## src/rtl/aes_stream_pkg.sv

```systemverilog
// Shared widths and FSM encoding for the AES stream adapter.
package aes_stream_pkg;
    localparam int BLOCK_W         = 128;
    localparam int WORD_W          = 32;
    localparam int WORDS_PER_BLOCK = 4;

    localparam logic [1:0] LAST_IDX = 2'(WORDS_PER_BLOCK - 1);

    typedef enum logic [1:0] {
        COLLECT = 2'd0,
        LAUNCH  = 2'd1,
        WAIT    = 2'd2,
        DRAIN   = 2'd3
    } state_e;
endpackage

```

## src/rtl/aes_word_serializer.sv

```systemverilog
// Holds the captured 128-bit result and emits it as four 32-bit words, MSW first.
module aes_word_serializer
    import aes_stream_pkg::*;
(
    input  logic               AES_clk,
    input  logic               AES_rst,
    input  logic               load,
    input  logic [BLOCK_W-1:0] load_data,
    input  logic               start,
    output logic               m_word_valid,
    input  logic               m_word_ready,
    output logic [WORD_W-1:0]  m_word,
    output logic               last_hs
);

    logic [BLOCK_W-1:0] block_q, block_d;
    logic [1:0]         idx_q, idx_d;
    logic               active_q, active_d;
    logic [WORD_W-1:0]  word_sel;

    assign last_hs = active_q && m_word_ready && (idx_q == LAST_IDX);

    always_comb begin
        block_d  = block_q;
        idx_d    = idx_q;
        active_d = active_q;
        if (load) begin
            block_d = load_data;
        end
        if (active_q && m_word_ready) begin
            idx_d = idx_q + 2'd1;
            if (idx_q == LAST_IDX) begin
                active_d = 1'b0;
            end
        end
        if (start) begin
            active_d = 1'b1;
            idx_d    = 2'd0;
        end
    end

    always_comb begin
        word_sel = '0;
        case (idx_q)
            2'd0: word_sel = block_q[127:96];
            2'd1: word_sel = block_q[95:64];
            2'd2: word_sel = block_q[63:32];
            2'd3: word_sel = block_q[31:0];
            default: word_sel = '0;
        endcase
    end

    assign m_word_valid = active_q;
    assign m_word       = active_q ? word_sel : '0;

    always_ff @(posedge AES_clk) begin
        if (AES_rst) begin
            block_q  <= '0;
            idx_q    <= 2'd0;
            active_q <= 1'b0;
        end else begin
            block_q  <= block_d;
            idx_q    <= idx_d;
            active_q <= active_d;
        end
    end

endmodule

```

## src/rtl/aes_stream_adapter.sv

```systemverilog
// Word-stream shell around AES_top: packs four words, launches the core with a held
// enable window, captures the first result and streams it back out.
//
//   state   | meaning
//   COLLECT | accepting input words / key loads
//   LAUNCH  | core_en high for the enable window
//   WAIT    | core_en low, waiting for result with timeout
//   DRAIN   | emitting the four result words
module aes_stream_adapter
    import aes_stream_pkg::*;
#(
    parameter int EN_HOLD_CYCLES = 51,
    parameter int TIMEOUT_CYCLES = 64
) (
    input  logic               AES_clk,
    input  logic               AES_rst,
    input  logic [BLOCK_W-1:0] s_key,
    input  logic               s_key_load,
    input  logic               s_word_valid,
    output logic               s_word_ready,
    input  logic [WORD_W-1:0]  s_word,
    output logic               core_en,
    output logic [BLOCK_W-1:0] core_data,
    output logic [BLOCK_W-1:0] core_key,
    input  logic               core_out_valid,
    input  logic [BLOCK_W-1:0] core_out,
    output logic               m_word_valid,
    input  logic               m_word_ready,
    output logic [WORD_W-1:0]  m_word,
    output logic               busy,
    output logic               timeout_err
);

    localparam int HOLD_W = $clog2(EN_HOLD_CYCLES + 1);
    localparam int TO_W   = $clog2(TIMEOUT_CYCLES + 1);
    localparam logic [HOLD_W-1:0] HOLD_LOAD = HOLD_W'(EN_HOLD_CYCLES - 1);
    localparam logic [TO_W-1:0]   TO_LOAD   = TO_W'(TIMEOUT_CYCLES - 1);

    state_e             state_q, state_d;
    logic [1:0]         cnt_q, cnt_d;
    logic [BLOCK_W-1:0] key_q, key_d;
    logic [BLOCK_W-1:0] data_q, data_d;
    logic [HOLD_W-1:0]  hold_q, hold_d;
    logic [TO_W-1:0]    to_q, to_d;
    logic               done_q, done_d;
    logic               core_en_q, core_en_d;
    logic               busy_q, busy_d;
    logic               tmo_q, tmo_d;
    logic               ready_q, ready_d;
    logic               accept, capture, start, last_hs;

    // Ready is forced low combinationally so nothing is offered while reset is held.
    assign s_word_ready = ready_q && !AES_rst;
    assign accept       = s_word_ready && s_word_valid;
    assign capture      = ((state_q == LAUNCH) || (state_q == WAIT)) && core_out_valid && !done_q;
    assign start        = (state_d == DRAIN) && (state_q != DRAIN);

    always_comb begin
        state_d = state_q;
        cnt_d   = cnt_q;
        key_d   = key_q;
        data_d  = data_q;
        hold_d  = hold_q;
        to_d    = to_q;
        done_d  = done_q || capture;
        tmo_d   = 1'b0;
        case (state_q)
            COLLECT: begin
                if (s_key_load) begin
                    key_d = s_key;
                end
                if (accept) begin
                    data_d = {data_q[BLOCK_W-WORD_W-1:0], s_word};
                    cnt_d  = cnt_q + 2'd1;
                    if (cnt_q == LAST_IDX) begin
                        state_d = LAUNCH;
                        hold_d  = HOLD_LOAD;
                        done_d  = 1'b0;
                    end
                end
            end
            LAUNCH: begin
                if (hold_q != '0) begin
                    hold_d = hold_q - HOLD_W'(1);
                end else if (done_q || capture) begin
                    state_d = DRAIN;
                end else begin
                    state_d = WAIT;
                    to_d    = TO_LOAD;
                end
            end
            WAIT: begin
                if (done_q || capture) begin
                    state_d = DRAIN;
                end else if (to_q == '0) begin
                    state_d = COLLECT;
                    tmo_d   = 1'b1;
                end else begin
                    to_d = to_q - TO_W'(1);
                end
            end
            DRAIN: begin
                if (last_hs) begin
                    state_d = COLLECT;
                end
            end
            default: state_d = COLLECT;
        endcase
        core_en_d = (state_d == LAUNCH);
        busy_d    = (state_d != COLLECT);
        ready_d   = (state_d == COLLECT);
    end

    always_ff @(posedge AES_clk) begin
        if (AES_rst) begin
            state_q   <= COLLECT;
            cnt_q     <= 2'd0;
            key_q     <= '0;
            data_q    <= '0;
            hold_q    <= '0;
            to_q      <= '0;
            done_q    <= 1'b0;
            core_en_q <= 1'b0;
            busy_q    <= 1'b0;
            tmo_q     <= 1'b0;
            ready_q   <= 1'b1;
        end else begin
            state_q   <= state_d;
            cnt_q     <= cnt_d;
            key_q     <= key_d;
            data_q    <= data_d;
            hold_q    <= hold_d;
            to_q      <= to_d;
            done_q    <= done_d;
            core_en_q <= core_en_d;
            busy_q    <= busy_d;
            tmo_q     <= tmo_d;
            ready_q   <= ready_d;
        end
    end

    assign core_en     = core_en_q;
    assign core_data   = data_q;
    assign core_key    = key_q;
    assign busy        = busy_q;
    assign timeout_err = tmo_q;

    aes_word_serializer u_ser (
        .AES_clk      (AES_clk),
        .AES_rst      (AES_rst),
        .load         (capture),
        .load_data    (core_out),
        .start        (start),
        .m_word_valid (m_word_valid),
        .m_word_ready (m_word_ready),
        .m_word       (m_word),
        .last_hs      (last_hs)
    );

endmodule

```

## config.mk

```make
export PLATFORM = sky130hd
export DESIGN_NAME = aes_stream_adapter
export DESIGN_NICKNAME = d
export VERILOG_FILES = /design/src/rtl/aes_stream_pkg.sv /design/src/rtl/aes_word_serializer.sv /design/src/rtl/aes_stream_adapter.sv
export SDC_FILE = /design/constraint.sdc
export NUM_CORES = 1
export LEC_CHECK = 0
export BUFFER_PORTS_ARGS = -buffer_cell sky130_fd_sc_hd__buf_4
export CORE_AREA = 2 2 231 233
export DETAILED_ROUTE_END_ITERATION = 10
export DIE_AREA = 0 0 233 235
export GPL_TIMING_DRIVEN = 0
export HOLD_SLACK_MARGIN = 0.02
export PLACE_DENSITY = 0.62
export SYNTH_ARGS = -nofsm -noshare
export SYNTH_HDL_FRONTEND = slang
export SYNTH_HIERARCHICAL = 1
export SYNTH_SLANG_ARGS = --single-unit
```

## constraint.sdc

```tcl
create_clock -name AES_clk -period 2.2 [get_ports AES_clk]
set_input_delay 0.44 -clock AES_clk [delete_from_list [all_inputs] [get_ports AES_clk]]
set_output_delay 0.44 -clock AES_clk [all_outputs]
set_load 0.05 [all_outputs]
```

# Yosys cells after proc, flatten, opt, wreduce, memory -nomap -nowiden
# Index checks and enable logic that the tools add are counted.
# op_classes
add_sub_neg,4
n_eq_ne,17
muxes,26
bitwise_logic,1
n_reduce_logical,28
# op_table
cell,count
$pmux W32 S4,1
$mux W32,1
$mux W7,4
$mux W6,3
$ne A2 B2 Y1 const B,7
$pmux W7 S2,1
$eq A2 B2 Y1 const B,6
$mux W2,6
$pmux W6 S2,1
$reduce_bool A2 Y1,5
$mux W1,8
$pmux W2 S4,1
$logic_and A1 B1 Y1,7
$logic_not A7 Y1,1
$sub A7 B1 Y7 const B,1
$eq A2 B1 Y1 const B,3
$logic_not A2 Y1,3
$reduce_and A2 Y1,3
$reduce_bool A6 Y1,1
$sub A6 B1 Y6 const B,1
$reduce_and A5 Y1,1
$add A2 B1 Y2 const B,2
$reduce_and A4 Y1,1
$reduce_or A3 Y1,1
5 further kinds,7
# word_totals
ff_bits,409
input_bits,294
out_inout_bits,293
elab_cells,90

# Logic depth before layout (Yosys ltp)
# Gate-level depths: netlist of the first run.
# depth
ltp_word,12
ltp_mapped,11
depth_no_buf,9

# Hierarchy
# Netlist of the first run, hierarchy kept.
# by_module_without_submodules
mod,n_inst,cells_each,area_per_inst_um2,seq_area_each_um2
aes_stream_adapter,1,1250,9953.3,5565.3
aes_word_serializer,1,580,5938.2,2622.5

# Least setup slack after synthesis of the first run
# OpenSTA, ideal clock, no wires.
# synth_path
path_kind,reg2out
start,register u_ser.idx_q[0]
end,output port m_word[0]
t_arrival_ps,2182
required_ps,1760
setup_slack_ps,-422
stages_incl_launch_ff,6
path_buffers,2
path_cell_list,dfxtp_1 > inv_1 > ha_1 > buf_4 > buf_2 > a221oi_1
# synth_between
elab_chain_cells,3
word_cells_on_any_way,6
cone_classes,eq/ne (3); mux (2); reduce/logical (1)
# synth_lines
item,line_no,rtl
start: declaration,aes_word_serializer.sv:17,"logic [1:0] idx_q, idx_d;"
start signal: assignment,aes_word_serializer.sv:63,idx_q <= idx_d;
$eq A2 B2 Y1 (tied with other cells),aes_word_serializer.sv:44,case (idx_q)
$pmux W32 S4 (*),aes_word_serializer.sv:44,
$mux W32 (*),aes_word_serializer.sv:54,assign m_word = active_q ? word_sel : '0;
end: declaration,aes_stream_adapter.sv:29,"output logic [WORD_W-1:0] m_word,"
# Every way passes the cells marked *; elsewhere a longest branch is shown, timed or not.

# Worst setup path in the final report of the first run
# layout_path
start,register u_ser.idx_q[0]
end,output port m_word[9]
# Same word-level chain as after synthesis.

==> report_table.html, run 1 <==
<table>
<tr><th>Metric</th><th>Value</th></tr>
<tr><th colspan="2">Timing</th></tr>
<tr><td>Ratio of final minimum period to clock period</td><td>115.2%</td></tr>
<tr><td>Crit path time final</td><td>2.535 ns</td></tr>
<tr><td>Skew final</td><td>approximately 0.009 ns</td></tr>
<tr><td>Final Hold Violating Endpoints</td><td>0</td></tr>
<tr><td>Post-route setup TNS</td><td>-9.226 ns</td></tr>
<tr><td>Max-slew violation count</td><td>0</td></tr>
<tr><td>Final-report setup violation count</td><td>37</td></tr>
<tr><td>Slew at the pin with the worst max-slew slack</td><td>0.7931 ns</td></tr>
<tr><td>Setup repair after global routing missed its margin</td><td>yes</td></tr>
<tr><td>Worst Setup Slack, final</td><td>-0.3355 ns</td></tr>
<tr><td>Final-layout worst hold slack</td><td>roughly 0.10 ns</td></tr>
<tr><td>Max Freq</td><td>0.3944 GHz</td></tr>
<tr><td>Rel. slew slack</td><td>between 40% and 50%</td></tr>
<tr><th colspan="2">Status</th></tr>
<tr><td>Violated checks</td><td>negative setup slack</td></tr>
<tr><td>Result of the run</td><td>finished, violations left</td></tr>
<tr><th colspan="2">Pwr</th></tr>
<tr><td>Total leakage power</td><td>around 9.4 nW</td></tr>
<tr><td>Overall power consumption</td><td>roughly 17 mW</td></tr>
<tr><td>Maximum VDD drop</td><td>around 0.64 mV</td></tr>
<tr><td>Power density cells</td><td>about 740 nW/um2</td></tr>
<tr><th colspan="2">Placement</th></tr>
<tr><td>Placed Area</td><td>between 20000 and 25000 um2</td></tr>
<tr><td>Post-DP HPWL</td><td>between 40000 and 50000 um</td></tr>
<tr><td>Final RePlAce weighted congestion</td><td>approximately 0.89</td></tr>
<tr><td>Quantity of I/O buffers inserted on ports</td><td>586</td></tr>
<tr><td>Cells after DPL</td><td>just over 3000</td></tr>
<tr><th colspan="2">Floorplan</th></tr>
<tr><td>Core region area</td><td>52240 um2</td></tr>
<tr><td>Standard-cell row count</td><td>84</td></tr>
<tr><td>Die footprint</td><td>54760 um2</td></tr>
<tr><td>Chip height</td><td>235 um</td></tr>
<tr><td>Horizontal die dimension</td><td>between 200 and 250 um</td></tr>
<tr><td>Initial standard-cell utilization of the core</td><td>a little under a third</td></tr>
<tr><td>I/O pin total</td><td>roughly 590</td></tr>
<tr><th colspan="2">Synthesis</th></tr>
<tr><td>Post-Synthesis Mean Instance Area</td><td>8.684 um2</td></tr>
<tr><td>Main synth FF type</td><td>sky130_fd_sc_hd__dfxtp_1</td></tr>
<tr><td>Top cells by count, synth</td><td>522 x sky130_fd_sc_hd__nand2_1, 409 x sky130_fd_sc_hd__dfxtp_1, 300 x sky130_fd_sc_hd__a21oi_1</td></tr>
<tr><td>Fraction of synthesis flops using an asynchronous set or reset pin</td><td>0%</td></tr>
<tr><td>Cell type with the highest aggregate area in the netlist</td><td>sky130_fd_sc_hd__dfxtp_1</td></tr>
<tr><td>Sequential-to-total area share from yosys stat</td><td>roughly 52%</td></tr>
<tr><td>Number of enable flip-flop cells after synthesis</td><td>0</td></tr>
<tr><td>Netlist area before placement</td><td>approximately 16000 um2</td></tr>
<tr><td>Post-synthesis register bit count</td><td>around 410</td></tr>
<tr><td>YS warnings</td><td>6</td></tr>
<tr><td>Most common cell in the synthesized netlist</td><td>sky130_fd_sc_hd__nand2_1</td></tr>
<tr><td>Number of unique standard cell types used by synthesis</td><td>58</td></tr>
<tr><td>Main area contributors after synthesis</td><td>sky130_fd_sc_hd__dfxtp_1 52%, sky130_fd_sc_hd__nand2_1 12%, sky130_fd_sc_hd__a21oi_1 9.4%</td></tr>
<tr><td>Count of mapped cells out of synthesis</td><td>approximately 1800</td></tr>
<tr><td>Area share of the largest cell type after synthesis</td><td>about half</td></tr>
<tr><td>Post-synthesis net count</td><td>2138</td></tr>
<tr><th colspan="2">Detailed routing</th></tr>
<tr><td>Detailed-route DRC error count</td><td>0</td></tr>
<tr><td>Routed WL per cell</td><td>~19 um</td></tr>
<tr><td>Antenna violation net count after detailed routing</td><td>0</td></tr>
<tr><td>Total wire length after detailed routing</td><td>slightly above 60000 um</td></tr>
<tr><td>Violation count after the first detailed-route iteration</td><td>roughly 800</td></tr>
<tr><td>Routed vias/inst</td><td>about 4.8</td></tr>
<tr><td>Total number of vias</td><td>approximately 15000</td></tr>
<tr><td>First-pass DRT Iterations</td><td>5</td></tr>
<tr><th colspan="2">Clock network</th></tr>
<tr><td>Number of buffers created by CTS</td><td>47</td></tr>
<tr><td>Latest clock arrival within the worst-skew pair</td><td>between 0.5 and 0.6 ns</td></tr>
<tr><td>Hold_buf cts</td><td>0</td></tr>
<tr><td>Clock Path Buffers</td><td>3</td></tr>
<tr><td>CTS sink cnt</td><td>409</td></tr>
<tr><td>Deepest level of the CTS H-tree</td><td>2</td></tr>
<tr><td>Clock-pin transition on the worst setup and hold timing paths</td><td>about 0.06 ns</td></tr>
<tr><td>TritonCTS clock tree</td><td>built</td></tr>
<tr><td>Clock root buffer</td><td>sky130_fd_sc_hd__clkbuf_16</td></tr>
<tr><th colspan="2">Global route</th></tr>
<tr><td>Vias in the first global route</td><td>roughly 15000</td></tr>
<tr><td>Number of antenna violations at the first check in global routing</td><td>5</td></tr>
<tr><td>All-Layer GR Usage</td><td>between 20% and 30%</td></tr>
<tr><td>Grt total ovfl</td><td>0</td></tr>
<tr><td>First-pass GRT wire length</td><td>88750 um</td></tr>
<tr><td>Pin count of the biggest net entering global routing</td><td>15</td></tr>
<tr><th colspan="2">Critical path</th></tr>
<tr><td>Arrival time at the worst endpoint</td><td>2.10 ns</td></tr>
<tr><td>Required time at the worst-slack endpoint</td><td>1.76 ns</td></tr>
<tr><td>Logic depth of the worst setup path including buffers</td><td>7</td></tr>
<tr><td>Critical path startpoint category</td><td>flip-flop</td></tr>
<tr><td>Nature of the critical path endpoint</td><td>output pin</td></tr>
<tr><td>Peak per-stage delay on the critical path</td><td>between 0.3 and 0.4 ns</td></tr>
<tr><td>Worst R2R Path Depth</td><td>12</td></tr>
<tr><td>Critical-path maximum fanout</td><td>7</td></tr>
<tr><td>Classification of the worst setup path</td><td>reg -&gt; out</td></tr>
<tr><td>Critical path cell sequence</td><td>inv_4 -&gt; ha_4 -&gt; buf_12 -&gt; buf_8 -&gt; a21oi_2 -&gt; a221oi_4 -&gt; buf_6</td></tr>
<tr><td>CP max-delay cell</td><td>sky130_fd_sc_hd__dfxtp_4</td></tr>
<tr><td>Bufs and invs on worst path</td><td>4</td></tr>
<tr><td>Crit path max-delay family</td><td>buffers and inverters</td></tr>
<tr><th colspan="2">Hold path</th></tr>
<tr><td>Instance count along the most critical hold path</td><td>3</td></tr>
<tr><td>Worst min path class</td><td>in -&gt; reg</td></tr>
<tr><th colspan="2">Cells and area</th></tr>
<tr><td>Non-Filler Cell Area, Final</td><td>approximately 24000 um2</td></tr>
<tr><td>Layout cell share with drive strength beyond 1</td><td>33.16%</td></tr>
<tr><td>Synth-to-layout area growth</td><td>48.93%</td></tr>
<tr><td>Number of nets at the end of the flow</td><td>~2800</td></tr>
<tr><td>Cell Count, Final, Fillers Out</td><td>roughly 3200</td></tr>
<tr><th colspan="2">Run</th></tr>
<tr><td>Max Cap Violations</td><td>0</td></tr>
</table>
[routing by layer]
metal	vias up	GRT usage, %	part of all wire [%]	wire length (um)
li1	7389	-	-	-
met1	7174	24.54	40	23980
met2	539	36.78	50	29910
met3	119	5.667	7.4	4480
met4	2	6.852	3.2	1932
met5	-	0	0.018	11
[worst register-to-register path: stages (launching register included)]
cell	delay (ns)
sky130_fd_sc_hd__dfxtp_4	0.40
sky130_fd_sc_hd__ha_4	0.16
sky130_fd_sc_hd__buf_12	0.14
sky130_fd_sc_hd__clkbuf_16	0.15
sky130_fd_sc_hd__buf_6	0.09
sky130_fd_sc_hd__and3_4	0.17
sky130_fd_sc_hd__inv_2	0.04
sky130_fd_sc_hd__a21o_1	0.19
sky130_fd_sc_hd__o31ai_4	0.27
sky130_fd_sc_hd__o31a_1	0.27
sky130_fd_sc_hd__nor3_4	0.06
sky130_fd_sc_hd__or2_4	0.24
sky130_fd_sc_hd__a21oi_2	0.10
[layout make-up]
type	count	area (um2)
buffer	137	1021
sequential	409	8199
clock inverter	17	209.0
tap	688	860.8
multi-input combinational	1240	7178
antenna	1	2.502
timing repair buffer	601	4738
fill	5060	28570
clock buffer	61	1289
inverter	44	170.2
[per-stage QoR]
stage	worst slack, ns	utilization, %
detailed placement	-0.3519	40.50
global route	-0.3663	45.31
global placement	-0.3098	40.50
floorplan	-0.4222	-
finish	-0.3355	45.31
CTS	-0.3309	44.54
[final timing paths]
path / end / start / slack [ns]
setup / recovery: m_word[9] / u_ser/idx_q[0]$_SDFFE_PP0P_ / -0.34
hold reg to reg: core_key[80]$_SDFFE_PP0P_ / core_key[80]$_SDFFE_PP0P_ / 0.45
hold / removal: u_ser/block_q[1]$_SDFFE_PP0P_ / core_out[1] / 0.10
setup reg to reg: u_ser/idx_q[0]$_SDFFE_PP0P_ / u_ser/idx_q[0]$_SDFFE_PP0P_ / -0.14
[power breakdown]
part / internal, mW / switching, mW
Sequential: 7.58 / 0.113
Clock: 4.58 / 3.20
Combinational: 0.699 / 1.23
Total: 12.9 / 4.55
[sequential cells by signal (all words and copies together), names as in the netlist]
signal              cells
busy                    1
cnt_q                   2
core_data             128
core_en                 1
core_key              128
done_q                  1
hold_q                  6
ready_q                 1
state_q                 2
timeout_err             1
to_q                    7
u_ser/block_q         128
u_ser/idx_q             2
u_ser/m_word_valid      1
[cells by family (layout without fill, tap and decap cells)]
kind of cell,Yosys count,after routing,share of synthesized area (%)
xor gates and xnor gates,9,9,0.4961
muxes,128,128,8.062
AOI/OAI and AO/OA,392,392,15.53
and+or+nand+nor,697,697,17.18
other,0,1,0
DFF,409,409,51.52
adders and majority gates,14,14,1.102
buffers and inverters,181,860,6.102
[cell usage in the layout, fill, tap and decap left out, drive strengths merged, types with 3 or more instances in the layout]
| cell type | count |
|---|---|
| buf | 658 |
| nand2 | 522 |
| dfxtp | 409 |
| a21oi | 302 |
| clkbuf | 141 |
| nor2 | 139 |
| mux2i | 128 |
| inv | 48 |
| a22oi | 32 |
| a221oi | 32 |
| ha | 14 |
| nor3 | 8 |
| xor2 | 7 |
| clkinv | 7 |
| nand3 | 6 |
| bufinv | 4 |
| nand4 | 3 |
| a21bo | 3 |
| or3 | 3 |
| o211ai | 3 |
| a21o | 3 |
| a21boi | 3 |
| and3 | 3 |
[repair_timing]
item | CTS | global route
gates cloned | 1 | 5
setup buffers | 5 | 5
endpoints found under the setup margin | 177 | 270
resized for setup | 131 | 60
pin swaps | 17 | 32
Power figures use the tool's default switching activity.
==> run 2: changes to the inputs <==
--- a/config.mk
+++ b/config.mk
@@ -5,13 +5,14 @@
 export SDC_FILE = /design/constraint.sdc
 export NUM_CORES = 1
 export LEC_CHECK = 0
+export ABC_AREA = 1
 export BUFFER_PORTS_ARGS = -buffer_cell sky130_fd_sc_hd__buf_4
-export CORE_AREA = 2 2 231 233
+export CORE_AREA = 2 2 226 228
 export DETAILED_ROUTE_END_ITERATION = 10
-export DIE_AREA = 0 0 233 235
+export DIE_AREA = 0 0 228 230
 export GPL_TIMING_DRIVEN = 0
 export HOLD_SLACK_MARGIN = 0.02
-export PLACE_DENSITY = 0.62
+export PLACE_DENSITY = 0.64
 export SYNTH_ARGS = -nofsm -noshare
 export SYNTH_HDL_FRONTEND = slang
 export SYNTH_HIERARCHICAL = 1
==> run 2 against run 1 <==
  * The flow still finishes with violations (negative setup slack)
  * Critical endpoint is now m_word[20]
  * First-iteration DRC count grew 30%
  * Design area shrank 0.85%
  * Area after synthesis grew 1.4%
  * Hold slack lost 0.014 ns
  * Global-route usage grew 1.0 points
==> report_table.html, run 2 <==
<table>
<tr><th>Metric</th><th>Value</th></tr>
<tr><th colspan="2">Status</th></tr>
<tr><td>Result of the run</td><td>finished, violations left</td></tr>
<tr><td>Violated checks</td><td>negative setup slack</td></tr>
<tr><th colspan="2">Synthesis</th></tr>
<tr><td>Most common cell in the synthesized netlist</td><td>sky130_fd_sc_hd__nand2_1</td></tr>
<tr><td>Area share of the largest cell type after synthesis</td><td>50.80% (-0.72 points)</td></tr>
<tr><td>Number of enable flip-flop cells after synthesis</td><td>0 (unchanged)</td></tr>
<tr><td>Count of mapped cells out of synthesis</td><td>2170 (+19%)</td></tr>
<tr><td>Sequential-to-total area share from yosys stat</td><td>50.80% (-0.72 points)</td></tr>
<tr><td>Number of unique standard cell types used by synthesis</td><td>31 (-47%)</td></tr>
<tr><td>Top cells by count, synth</td><td>473 x sky130_fd_sc_hd__nand2_1, 409 x sky130_fd_sc_hd__dfxtp_1, 352 x sky130_fd_sc_hd__nor2_1</td></tr>
<tr><td>Netlist area before placement</td><td>16120 um2 (+1.4%)</td></tr>
<tr><td>YS warnings</td><td>6 (unchanged)</td></tr>
<tr><td>Post-Synthesis Mean Instance Area</td><td>7.427 um2 (-14%)</td></tr>
<tr><td>Post-synthesis register bit count</td><td>409 (unchanged)</td></tr>
<tr><td>Fraction of synthesis flops using an asynchronous set or reset pin</td><td>0% (unchanged)</td></tr>
<tr><td>Cell type with the highest aggregate area in the netlist</td><td>sky130_fd_sc_hd__dfxtp_1</td></tr>
<tr><td>Main area contributors after synthesis</td><td>sky130_fd_sc_hd__dfxtp_1 51%, sky130_fd_sc_hd__nand2_1 11%, sky130_fd_sc_hd__o21ai_0 8.4%</td></tr>
<tr><td>Post-synthesis net count</td><td>2478 (+16%)</td></tr>
<tr><td>Main synth FF type</td><td>sky130_fd_sc_hd__dfxtp_1</td></tr>
<tr><th colspan="2">Clock network</th></tr>
<tr><td>TritonCTS clock tree</td><td>built</td></tr>
<tr><td>Deepest level of the CTS H-tree</td><td>2 (unchanged)</td></tr>
<tr><td>Number of buffers created by CTS</td><td>47 (unchanged)</td></tr>
<tr><td>CTS sink cnt</td><td>409 (unchanged)</td></tr>
<tr><td>Clock Path Buffers</td><td>3 (unchanged)</td></tr>
<tr><td>Clock-pin transition on the worst setup and hold timing paths</td><td>0.06 ns (about the same)</td></tr>
<tr><td>Latest clock arrival within the worst-skew pair</td><td>0.58 ns (about the same)</td></tr>
<tr><td>Clock root buffer</td><td>sky130_fd_sc_hd__clkbuf_16</td></tr>
<tr><th colspan="2">Critical path</th></tr>
<tr><td>Bufs and invs on worst path</td><td>4 (unchanged)</td></tr>
<tr><td>Critical path cell sequence</td><td>inv_4 -&gt; ha_4 -&gt; clkinvlp_4 -&gt; buf_8 -&gt; o21ai_4 -&gt; nor2_2 -&gt; buf_6</td></tr>
<tr><td>Capture point of the worst reg-to-reg path</td><td>u_ser/idx_q[0]$_SDFFE_PP0P_</td></tr>
<tr><td>Nature of the critical path endpoint</td><td>output pin</td></tr>
<tr><td>Required time at the worst-slack endpoint</td><td>1.76 ns (about the same)</td></tr>
<tr><td>Critical path startpoint category</td><td>flip-flop</td></tr>
<tr><td>Worst R2R Path Depth</td><td>16 (+4)</td></tr>
<tr><td>Critical-path maximum fanout</td><td>6 (-1)</td></tr>
<tr><td>Crit path max-delay family</td><td>buffers and inverters</td></tr>
<tr><td>RR Startpoint</td><td>u_ser/idx_q[0]$_SDFFE_PP0P_</td></tr>
<tr><td>CP max-delay cell</td><td>sky130_fd_sc_hd__dfxtp_4</td></tr>
<tr><td>Peak per-stage delay on the critical path</td><td>0.37 ns (about the same)</td></tr>
<tr><td>Reg2Reg Setup Slack</td><td>0.14 ns (+0.28 ns)</td></tr>
<tr><td>Classification of the worst setup path</td><td>reg -&gt; out</td></tr>
<tr><td>Arrival time at the worst endpoint</td><td>2.00 ns (-0.10 ns)</td></tr>
<tr><th colspan="2">Timing</th></tr>
<tr><td>Setup repair after global routing missed its margin</td><td>yes</td></tr>
<tr><td>Crit path time final</td><td>2.436 ns (-0.09899 ns)</td></tr>
<tr><td>Post-route setup TNS</td><td>-5.900 ns (+3.326 ns)</td></tr>
<tr><td>Skew final</td><td>0.02557 ns (+0.01647 ns)</td></tr>
<tr><td>Max Freq</td><td>0.4104 GHz (+4.1%)</td></tr>
<tr><td>Final-layout worst hold slack</td><td>0.09053 ns (-0.01378 ns)</td></tr>
<tr><td>Final-report setup violation count</td><td>32 (-14%)</td></tr>
<tr><td>Rel. slew slack</td><td>58.35% (+11 points)</td></tr>
<tr><td>Final Hold Violating Endpoints</td><td>0 (unchanged)</td></tr>
<tr><td>Ratio of final minimum period to clock period</td><td>110.7% (-4.5 points)</td></tr>
<tr><td>Max-slew violation count</td><td>0 (unchanged)</td></tr>
<tr><td>Slew at the pin with the worst max-slew slack</td><td>0.6248 ns (-0.1684 ns)</td></tr>
<tr><td>Worst Setup Slack, final</td><td>-0.2365 ns (+0.09900 ns)</td></tr>
<tr><th colspan="2">Pwr</th></tr>
<tr><td>Maximum VDD drop</td><td>0.5905 mV (-8.0%)</td></tr>
<tr><td>Power density cells</td><td>942.6 nW/um2 (+28%)</td></tr>
<tr><td>Total leakage power</td><td>10.30 nW (+9.9%)</td></tr>
<tr><th colspan="2">Global route</th></tr>
<tr><td>All-Layer GR Usage</td><td>21.99% (+1.0 points)</td></tr>
<tr><td>Vias in the first global route</td><td>16250 (+7.0%)</td></tr>
<tr><td>Pin count of the biggest net entering global routing</td><td>14 (-1)</td></tr>
<tr><td>Number of antenna violations at the first check in global routing</td><td>2 (-3)</td></tr>
<tr><td>First-pass GRT wire length</td><td>91150 um (+2.7%)</td></tr>
<tr><td>Grt total ovfl</td><td>0 (unchanged)</td></tr>
<tr><th colspan="2">Placement</th></tr>
<tr><td>Cells after DPL</td><td>3427 (+10%)</td></tr>
<tr><td>Quantity of I/O buffers inserted on ports</td><td>585 (-0.17%)</td></tr>
<tr><td>Post-DP HPWL</td><td>47000 um (+1.3%)</td></tr>
<tr><td>Final RePlAce weighted congestion</td><td>0.9159 (+3.1%)</td></tr>
<tr><th colspan="2">Detailed routing</th></tr>
<tr><td>Routed WL per cell</td><td>17.18 um (-8.9%)</td></tr>
<tr><td>Routed vias/inst</td><td>4.730 (-0.62%)</td></tr>
<tr><td>First-pass DRT Iterations</td><td>5 (unchanged)</td></tr>
<tr><td>Antenna violation net count after detailed routing</td><td>0 (unchanged)</td></tr>
<tr><td>Total number of vias</td><td>16660 (+9.4%)</td></tr>
<tr><td>Detailed-route DRC error count</td><td>0 (unchanged)</td></tr>
<tr><td>Violation count after the first detailed-route iteration</td><td>1056 (+30%)</td></tr>
<tr><td>Total wire length after detailed routing</td><td>60480 um (+0.28%)</td></tr>
<tr><th colspan="2">Run</th></tr>
<tr><td>Max Cap Violations</td><td>0 (unchanged)</td></tr>
<tr><th colspan="2">Floorplan</th></tr>
<tr><td>Core region area</td><td>49860 um2 (-4.5%)</td></tr>
<tr><td>Standard-cell row count</td><td>82 (-2.4%)</td></tr>
<tr><td>Die footprint</td><td>52440 um2 (-4.2%)</td></tr>
<tr><td>I/O pin total</td><td>587 (unchanged)</td></tr>
<tr><td>Chip height</td><td>230 um (-2.1%)</td></tr>
<tr><td>Initial standard-cell utilization of the core</td><td>32.32% (+1.9 points)</td></tr>
<tr><td>Horizontal die dimension</td><td>228 um (-2.1%)</td></tr>
<tr><th colspan="2">Cells and area</th></tr>
<tr><td>Synth-to-layout area growth</td><td>45.60%</td></tr>
<tr><td>Cell Count, Final, Fillers Out</td><td>3521 (+10%)</td></tr>
<tr><td>Number of inserted filler cells in the final layout</td><td>4969 (-1.8%)</td></tr>
<tr><td>Leading cell type in the layout, fill and taps excluded</td><td>sky130_fd_sc_hd__buf_4</td></tr>
<tr><td>Commonest non-fill, non-tap cells in the layout</td><td>579 x sky130_fd_sc_hd__buf_4, 468 x sky130_fd_sc_hd__nand2_1, 406 x sky130_fd_sc_hd__dfxtp_1, 330 x sky130_fd_sc_hd__nor2_1, 264 x sky130_fd_sc_hd__a21oi_1</td></tr>
<tr><td>Layout cell share with drive strength beyond 1</td><td>30.13% (-3.0 points)</td></tr>
<tr><td>Post-layout util</td><td>47.06% (+1.8 points)</td></tr>
<tr><td>Number of nets at the end of the flow</td><td>3123 (+12%)</td></tr>
<tr><th colspan="2">Hold path</th></tr>
<tr><td>Endpoint of the worst hold path</td><td>core_key[39]$_SDFFE_PP0P_</td></tr>
<tr><td>HP Start</td><td>s_key[39]</td></tr>
<tr><td>Instance count along the most critical hold path</td><td>3 (unchanged)</td></tr>
<tr><td>Worst min path class</td><td>in -&gt; reg</td></tr>
</table>
==> run 2: changes by cell type after synthesis, sizes merged, moves of 32 or more <==
cell,change
mux2i,-128
a22oi,-32
clkbuf,-40
nor2,+216
a21oi,-32
nand2,-47
a221oi,-32
inv,+123
o21ai,+295
buf,+53
==> run 2: power breakdown <==
| group | switching, mW | internal, mW |
|---|---|---|
| sequential | 0.490 | 8.12 |
| clock | 3.27 | 4.53 |
| combinational | 3.89 | 1.82 |
==> run 2: cells by family (layout without fill, tap and decap cells) <==
family / after synthesis / after routing / share of synthesized area [%]
other: 0 / 1 / 0
adders and majority gates: 14 / 14 / 1.087
xor gates and xnor gates: 3 / 3 / 0.1631
AOI/OAI and AO/OA: 569 / 569 / 17.92
buffers and inverters: 318 / 996 / 9.533
and+or+nand+nor: 857 / 857 / 20.50
DFF: 409 / 409 / 50.80
==> run 2: routing by layer <==
| metal | wire length (um) | global-route usage [%] | share of wire [%] | up-vias |
|---|---|---|---|---|
| li1 | - | - | - | 8190 |
| met3 | 4515 | 5.506 | 7.5 | 133 |
| met4 | 2221 | 9.007 | 3.7 | 2 |
| met5 | 16 | 0 | 0.026 | - |
| met2 | 29400 | 38.08 | 49 | 596 |
| met1 | 24320 | 25.97 | 40 | 7735 |
==> run 2: area by class of cell <==
class                   count  area (um2)  share of cell area [%]
plain buffers             150        1035                   4.409
repair buffers            595        4643                   19.79
diodes                      1       2.502                 0.01066
clock inverters            15       185.2                  0.7891
repair inverters            1       7.507                 0.03199
well taps                 672       840.8                   3.583
clock buffers              67        1351                   5.758
inverters                 168       644.4                   2.746
multi-input cells        1443        6560                   27.96
flip-flops and latches    409        8197                   34.93
==> run 2: worst max-delay path by stage <==
stage	startpoint	cells after the start	end
2_1_floorplan	u_ser/m_word_valid$_SDFFE_PP0P_	3	m_word[10]
3_3_place_gp	u_ser/idx_q[0]$_SDFFE_PP0P_	7	m_word[3]
3_5_place_dp	u_ser/idx_q[0]$_SDFFE_PP0P_	7	m_word[2]
4_1_cts	u_ser/idx_q[0]$_SDFFE_PP0P_	7	m_word[20]
5_1_grt	u_ser/idx_q[0]$_SDFFE_PP0P_	7	m_word[15]
6_report	u_ser/idx_q[0]$_SDFFE_PP0P_	7	m_word[20]
==> run 2: worst reg2reg max path: cells and delay by family (launching register included) <==
family	cells	cell delay [ns]
buf+inv	5	0.51
compound gates	2	0.23
simple gates	8	0.71
fa+ha+maj	1	0.17
flops	1	0.40
==> run 2: what timing repair did <==
item / in CTS / in global routing
gates resized for setup: 110 / 49
hold endpoints to repair: 1 / 0
endpoints found under the setup margin: 34 / 43
gates cloned: 3 / 3
pin swaps: 15 / 23
setup buffers: 2 / 2
hold buffers: 1 / 0
==> run 2: per-stage QoR <==
step                power [mW]  cell area, um2  worst slack (ns)
finish                   22.12           23470           -0.2365
global route             23.07           23470           -0.2993
CTS                      22.28           23250           -0.2433
detailed placement       14.44           21350          -0.05974
global placement         14.34           21350          -0.01644
floorplan                12.33           16120           0.02296
==> run 3: changes to the inputs <==
--- a/config.mk
+++ b/config.mk
@@ -7,12 +7,14 @@
 export LEC_CHECK = 0
 export ABC_AREA = 1
 export BUFFER_PORTS_ARGS = -buffer_cell sky130_fd_sc_hd__buf_4
+export CAP_MARGIN = 0
 export CORE_AREA = 2 2 226 228
 export DETAILED_ROUTE_END_ITERATION = 10
 export DIE_AREA = 0 0 228 230
 export GPL_TIMING_DRIVEN = 0
 export HOLD_SLACK_MARGIN = 0.02
 export PLACE_DENSITY = 0.64
+export REMOVE_ABC_BUFFERS = 1
 export SYNTH_ARGS = -nofsm -noshare
 export SYNTH_HDL_FRONTEND = slang
 export SYNTH_HIERARCHICAL = 1
==> run 3 against run 2 <==
  * The run still ends with negative setup slack left
  * Core utilization decreased by 0.050 points
  * Global-route usage up 0.10 points
  * Fmax about the same
  * Largest cell class unchanged
==> report_table.html, run 3 (synthesis results as in run 2) <==
<table>
<tr><th>Metric</th><th>Value</th></tr>
<tr><th colspan="2">Placement</th></tr>
<tr><td>Post-DP HPWL</td><td>38350 um (-18%)</td></tr>
<tr><td>Final RePlAce weighted congestion</td><td>0.8960 (-2.2%)</td></tr>
<tr><td>Quantity of I/O buffers inserted on ports</td><td>586 (+0.17%)</td></tr>
<tr><td>Cells after DPL</td><td>3289 (-4.0%)</td></tr>
<tr><th colspan="2">Timing</th></tr>
<tr><td>Slew at the pin with the worst max-slew slack</td><td>0.7485 ns (+0.1237 ns)</td></tr>
<tr><td>Ratio of final minimum period to clock period</td><td>110.8% (about the same)</td></tr>
<tr><td>Skew final</td><td>0.01905 ns (-0.006519 ns)</td></tr>
<tr><td>Max Freq</td><td>0.4101 GHz (about the same)</td></tr>
<tr><td>Post-route setup TNS</td><td>-6.101 ns (-0.2011 ns)</td></tr>
<tr><td>Setup repair after global routing missed its margin</td><td>yes</td></tr>
<tr><td>Crit path time final</td><td>2.439 ns (+0.002141 ns)</td></tr>
<tr><td>Rel. slew slack</td><td>49.98% (-8.4 points)</td></tr>
<tr><td>Max-slew violation count</td><td>0 (unchanged)</td></tr>
<tr><td>Final Hold Violating Endpoints</td><td>0 (unchanged)</td></tr>
<tr><td>Worst Setup Slack, final</td><td>-0.2386 ns (-0.002141 ns)</td></tr>
<tr><td>Final-report setup violation count</td><td>32 (unchanged)</td></tr>
<tr><th colspan="2">Floorplan</th></tr>
<tr><td>Chip height</td><td>230 um (unchanged)</td></tr>
<tr><td>Initial standard-cell utilization of the core</td><td>32.32% (unchanged)</td></tr>
<tr><td>Die footprint</td><td>52440 um2 (unchanged)</td></tr>
<tr><td>Standard-cell row count</td><td>82 (unchanged)</td></tr>
<tr><td>Core region area</td><td>49860 um2 (unchanged)</td></tr>
<tr><td>Horizontal die dimension</td><td>228 um (unchanged)</td></tr>
<tr><td>I/O pin total</td><td>587 (unchanged)</td></tr>
<tr><th colspan="2">Detailed routing</th></tr>
<tr><td>Detailed-route DRC error count</td><td>0 (unchanged)</td></tr>
<tr><td>Violation count after the first detailed-route iteration</td><td>1185 (+12%)</td></tr>
<tr><td>Routed WL per cell</td><td>18.11 um (+5.4%)</td></tr>
<tr><td>Routed vias/inst</td><td>4.828 (+2.1%)</td></tr>
<tr><td>First-pass DRT Iterations</td><td>5 (unchanged)</td></tr>
<tr><td>Total number of vias</td><td>16480 (-1.0%)</td></tr>
<tr><td>Antenna violation net count after detailed routing</td><td>0 (unchanged)</td></tr>
<tr><td>Total wire length after detailed routing</td><td>61840 um (+2.2%)</td></tr>
<tr><th colspan="2">Cells and area</th></tr>
<tr><td>Number of inserted filler cells in the final layout</td><td>4899 (-1.4%)</td></tr>
<tr><td>Synth-to-layout area growth</td><td>45.45%</td></tr>
<tr><td>Commonest non-fill, non-tap cells in the layout</td><td>565 x sky130_fd_sc_hd__buf_4, 430 x sky130_fd_sc_hd__nand2_1, 403 x sky130_fd_sc_hd__dfxtp_1, 327 x sky130_fd_sc_hd__nor2_1, 271 x sky130_fd_sc_hd__o21ai_0</td></tr>
<tr><td>Leading cell type in the layout, fill and taps excluded</td><td>sky130_fd_sc_hd__buf_4</td></tr>
<tr><td>Number of nets at the end of the flow</td><td>3011 (-3.6%)</td></tr>
<tr><td>Cell Count, Final, Fillers Out</td><td>3414 (-3.0%)</td></tr>
<tr><td>Layout cell share with drive strength beyond 1</td><td>29.70% (-0.42 points)</td></tr>
<tr><th colspan="2">Run</th></tr>
<tr><td>Max Cap Violations</td><td>0 (unchanged)</td></tr>
<tr><th colspan="2">Pwr</th></tr>
<tr><td>Power density cells</td><td>947.9 nW/um2 (+0.56%)</td></tr>
<tr><td>Overall power consumption</td><td>22.22 mW (+0.45%)</td></tr>
<tr><td>Total leakage power</td><td>10.17 nW (-1.2%)</td></tr>
<tr><td>Maximum VDD drop</td><td>0.6969 mV (+18%)</td></tr>
<tr><th colspan="2">Clock network</th></tr>
<tr><td>Latest clock arrival within the worst-skew pair</td><td>0.57 ns (about the same)</td></tr>
<tr><td>CTS sink cnt</td><td>409 (unchanged)</td></tr>
<tr><td>Number of buffers created by CTS</td><td>47 (unchanged)</td></tr>
<tr><td>Clock root buffer</td><td>sky130_fd_sc_hd__clkbuf_16</td></tr>
<tr><td>Deepest level of the CTS H-tree</td><td>2 (unchanged)</td></tr>
<tr><td>Clock-pin transition on the worst setup and hold timing paths</td><td>0.06 ns (about the same)</td></tr>
<tr><td>TritonCTS clock tree</td><td>built</td></tr>
<tr><td>Clock Path Buffers</td><td>3 (unchanged)</td></tr>
<tr><th colspan="2">Critical path</th></tr>
<tr><td>Worst R2R Path Depth</td><td>10 (-6)</td></tr>
<tr><td>Arrival time at the worst endpoint</td><td>2.00 ns (about the same)</td></tr>
<tr><td>Required time at the worst-slack endpoint</td><td>1.76 ns (about the same)</td></tr>
<tr><td>Capture point of the worst reg-to-reg path</td><td>u_ser/block_q[6]$_SDFFE_PP0P_</td></tr>
<tr><td>Critical path startpoint category</td><td>flip-flop</td></tr>
<tr><td>Reg2Reg Setup Slack</td><td>0.14 ns (about the same)</td></tr>
<tr><td>Nature of the critical path endpoint</td><td>output pin</td></tr>
<tr><td>Critical-path maximum fanout</td><td>7 (+1)</td></tr>
<tr><td>Classification of the worst setup path</td><td>reg -&gt; out</td></tr>
<tr><td>RR Startpoint</td><td>state_q[0]$_SDFF_PP0_</td></tr>
<tr><th colspan="2">Hold path</th></tr>
<tr><td>Instance count along the most critical hold path</td><td>3 (unchanged)</td></tr>
<tr><td>Worst min path class</td><td>in -&gt; reg</td></tr>
<tr><td>Endpoint of the worst hold path</td><td>core_key[35]$_SDFFE_PP0P_</td></tr>
<tr><td>HP Start</td><td>s_key[35]</td></tr>
<tr><th colspan="2">Global route</th></tr>
<tr><td>Vias in the first global route</td><td>15630 (-3.8%)</td></tr>
<tr><td>Number of antenna violations at the first check in global routing</td><td>7 (+5)</td></tr>
<tr><td>First-pass GRT wire length</td><td>91140 um (about the same)</td></tr>
<tr><td>All-Layer GR Usage</td><td>22.09% (+0.10 points)</td></tr>
<tr><td>Pin count of the biggest net entering global routing</td><td>91 (+77)</td></tr>
<tr><td>Grt total ovfl</td><td>0 (unchanged)</td></tr>
<tr><th colspan="2">Status</th></tr>
<tr><td>Result of the run</td><td>finished, violations left</td></tr>
<tr><td>Violated checks</td><td>negative setup slack</td></tr>
</table>
## run 3: cell types whose count changed in the layout (fill, tap and decap cells not counted), sizes merged, moves of 3 or more
cell / change
buf: -91
bufbuf: +6
clkbuf: -27
clkinv: -3
diode: +4
inv: +3
## run 3: worst max-delay path, cell delays in order (launching register included)
cell and delay [ns]:
sky130_fd_sc_hd__dfxtp_4 0.37, sky130_fd_sc_hd__inv_4 0.08, sky130_fd_sc_hd__ha_4 0.27, sky130_fd_sc_hd__buf_8 0.19, sky130_fd_sc_hd__nand2_2 0.07, sky130_fd_sc_hd__nand2_2 0.06, sky130_fd_sc_hd__nor2_2 0.04, sky130_fd_sc_hd__nor2_2 0.16
sky130_fd_sc_hd__buf_6 0.19
## run 3: worst max-delay path by stage
stage,slack (ns),startpoint,cells past startpoint,end
after floorplan,-6.42,state_q[0]$_SDFF_PP0_,7,u_ser/block_q[0]$_SDFFE_PP0P_
after global placement,-12.76,state_q[0]$_SDFF_PP0_,7,u_ser/block_q[32]$_SDFFE_PP0P_
after detailed placement,-1.52,AES_rst,9,core_data[22]$_SDFFE_PP0P_
after CTS,-0.24,u_ser/idx_q[1]$_SDFFE_PP0P_,8,m_word[23]
after global routing,-0.32,u_ser/idx_q[0]$_SDFFE_PP0P_,9,m_word[26]
final,-0.24,u_ser/idx_q[1]$_SDFFE_PP0P_,8,m_word[15]
## run 3: power breakdown
part	leakage [nW]	total [mW]	switching, mW	internal (mW)
Sequential	3.36	8.58	0.464	8.12
Clock	0.768	7.94	3.17	4.76
Combinational	6.05	5.70	3.87	1.83
## run 3: layout make-up
cell class	count	area (um2)	area share, %
flip-flops and latches	409	8203	34.99
multi-input cells	1446	6700	28.58
repair buffers	629	5383	22.96
clock buffers	70	1404	5.989
well taps	672	840.8	3.587
inverters	168	701.9	2.994
clock inverters	13	171.4	0.7313
repair inverters	2	25.02	0.1068
diodes	5	12.51	0.05338
## run 3: stage by stage
step / area [um2] / hold WS, ns / worst slack, ns / utilization (%)
2_1_floorplan: 15210 / 0.4293 / -6.424 / -
3_3_place_gp: 20450 / 0.4343 / -12.76 / 41.02
3_5_place_dp: 20760 / 0.4377 / -1.521 / 41.64
4_1_cts: 23140 / 0.07040 / -0.2420 / 46.41
5_1_grt: 23440 / 0.08799 / -0.3211 / 47.01
6_report: 23440 / 0.1071 / -0.2386 / 47.01
## run 3: timing repair
| item | in CTS | in global routing |
|---|---|---|
| setup endpoints to repair | 369 | 207 |
| hold buffers | 0 | 0 |
| cloned | 12 | 5 |
| pin swaps | 20 | 25 |
| buffers inserted | 21 | 0 |
| resized for setup | 94 | 57 |
## run 3: layer usage
| metal | wire [um] | vias to the layer above | GRT usage [%] |
|---|---|---|---|
| met3 | 6326 | 119 | 8.085 |
| met4 | 1873 | 4 | 6.352 |
| met5 | 31 | - | 0 |
| li1 | - | 7965 | - |
| met2 | 29790 | 705 | 38.45 |
| met1 | 23820 | 7689 | 25.36 |
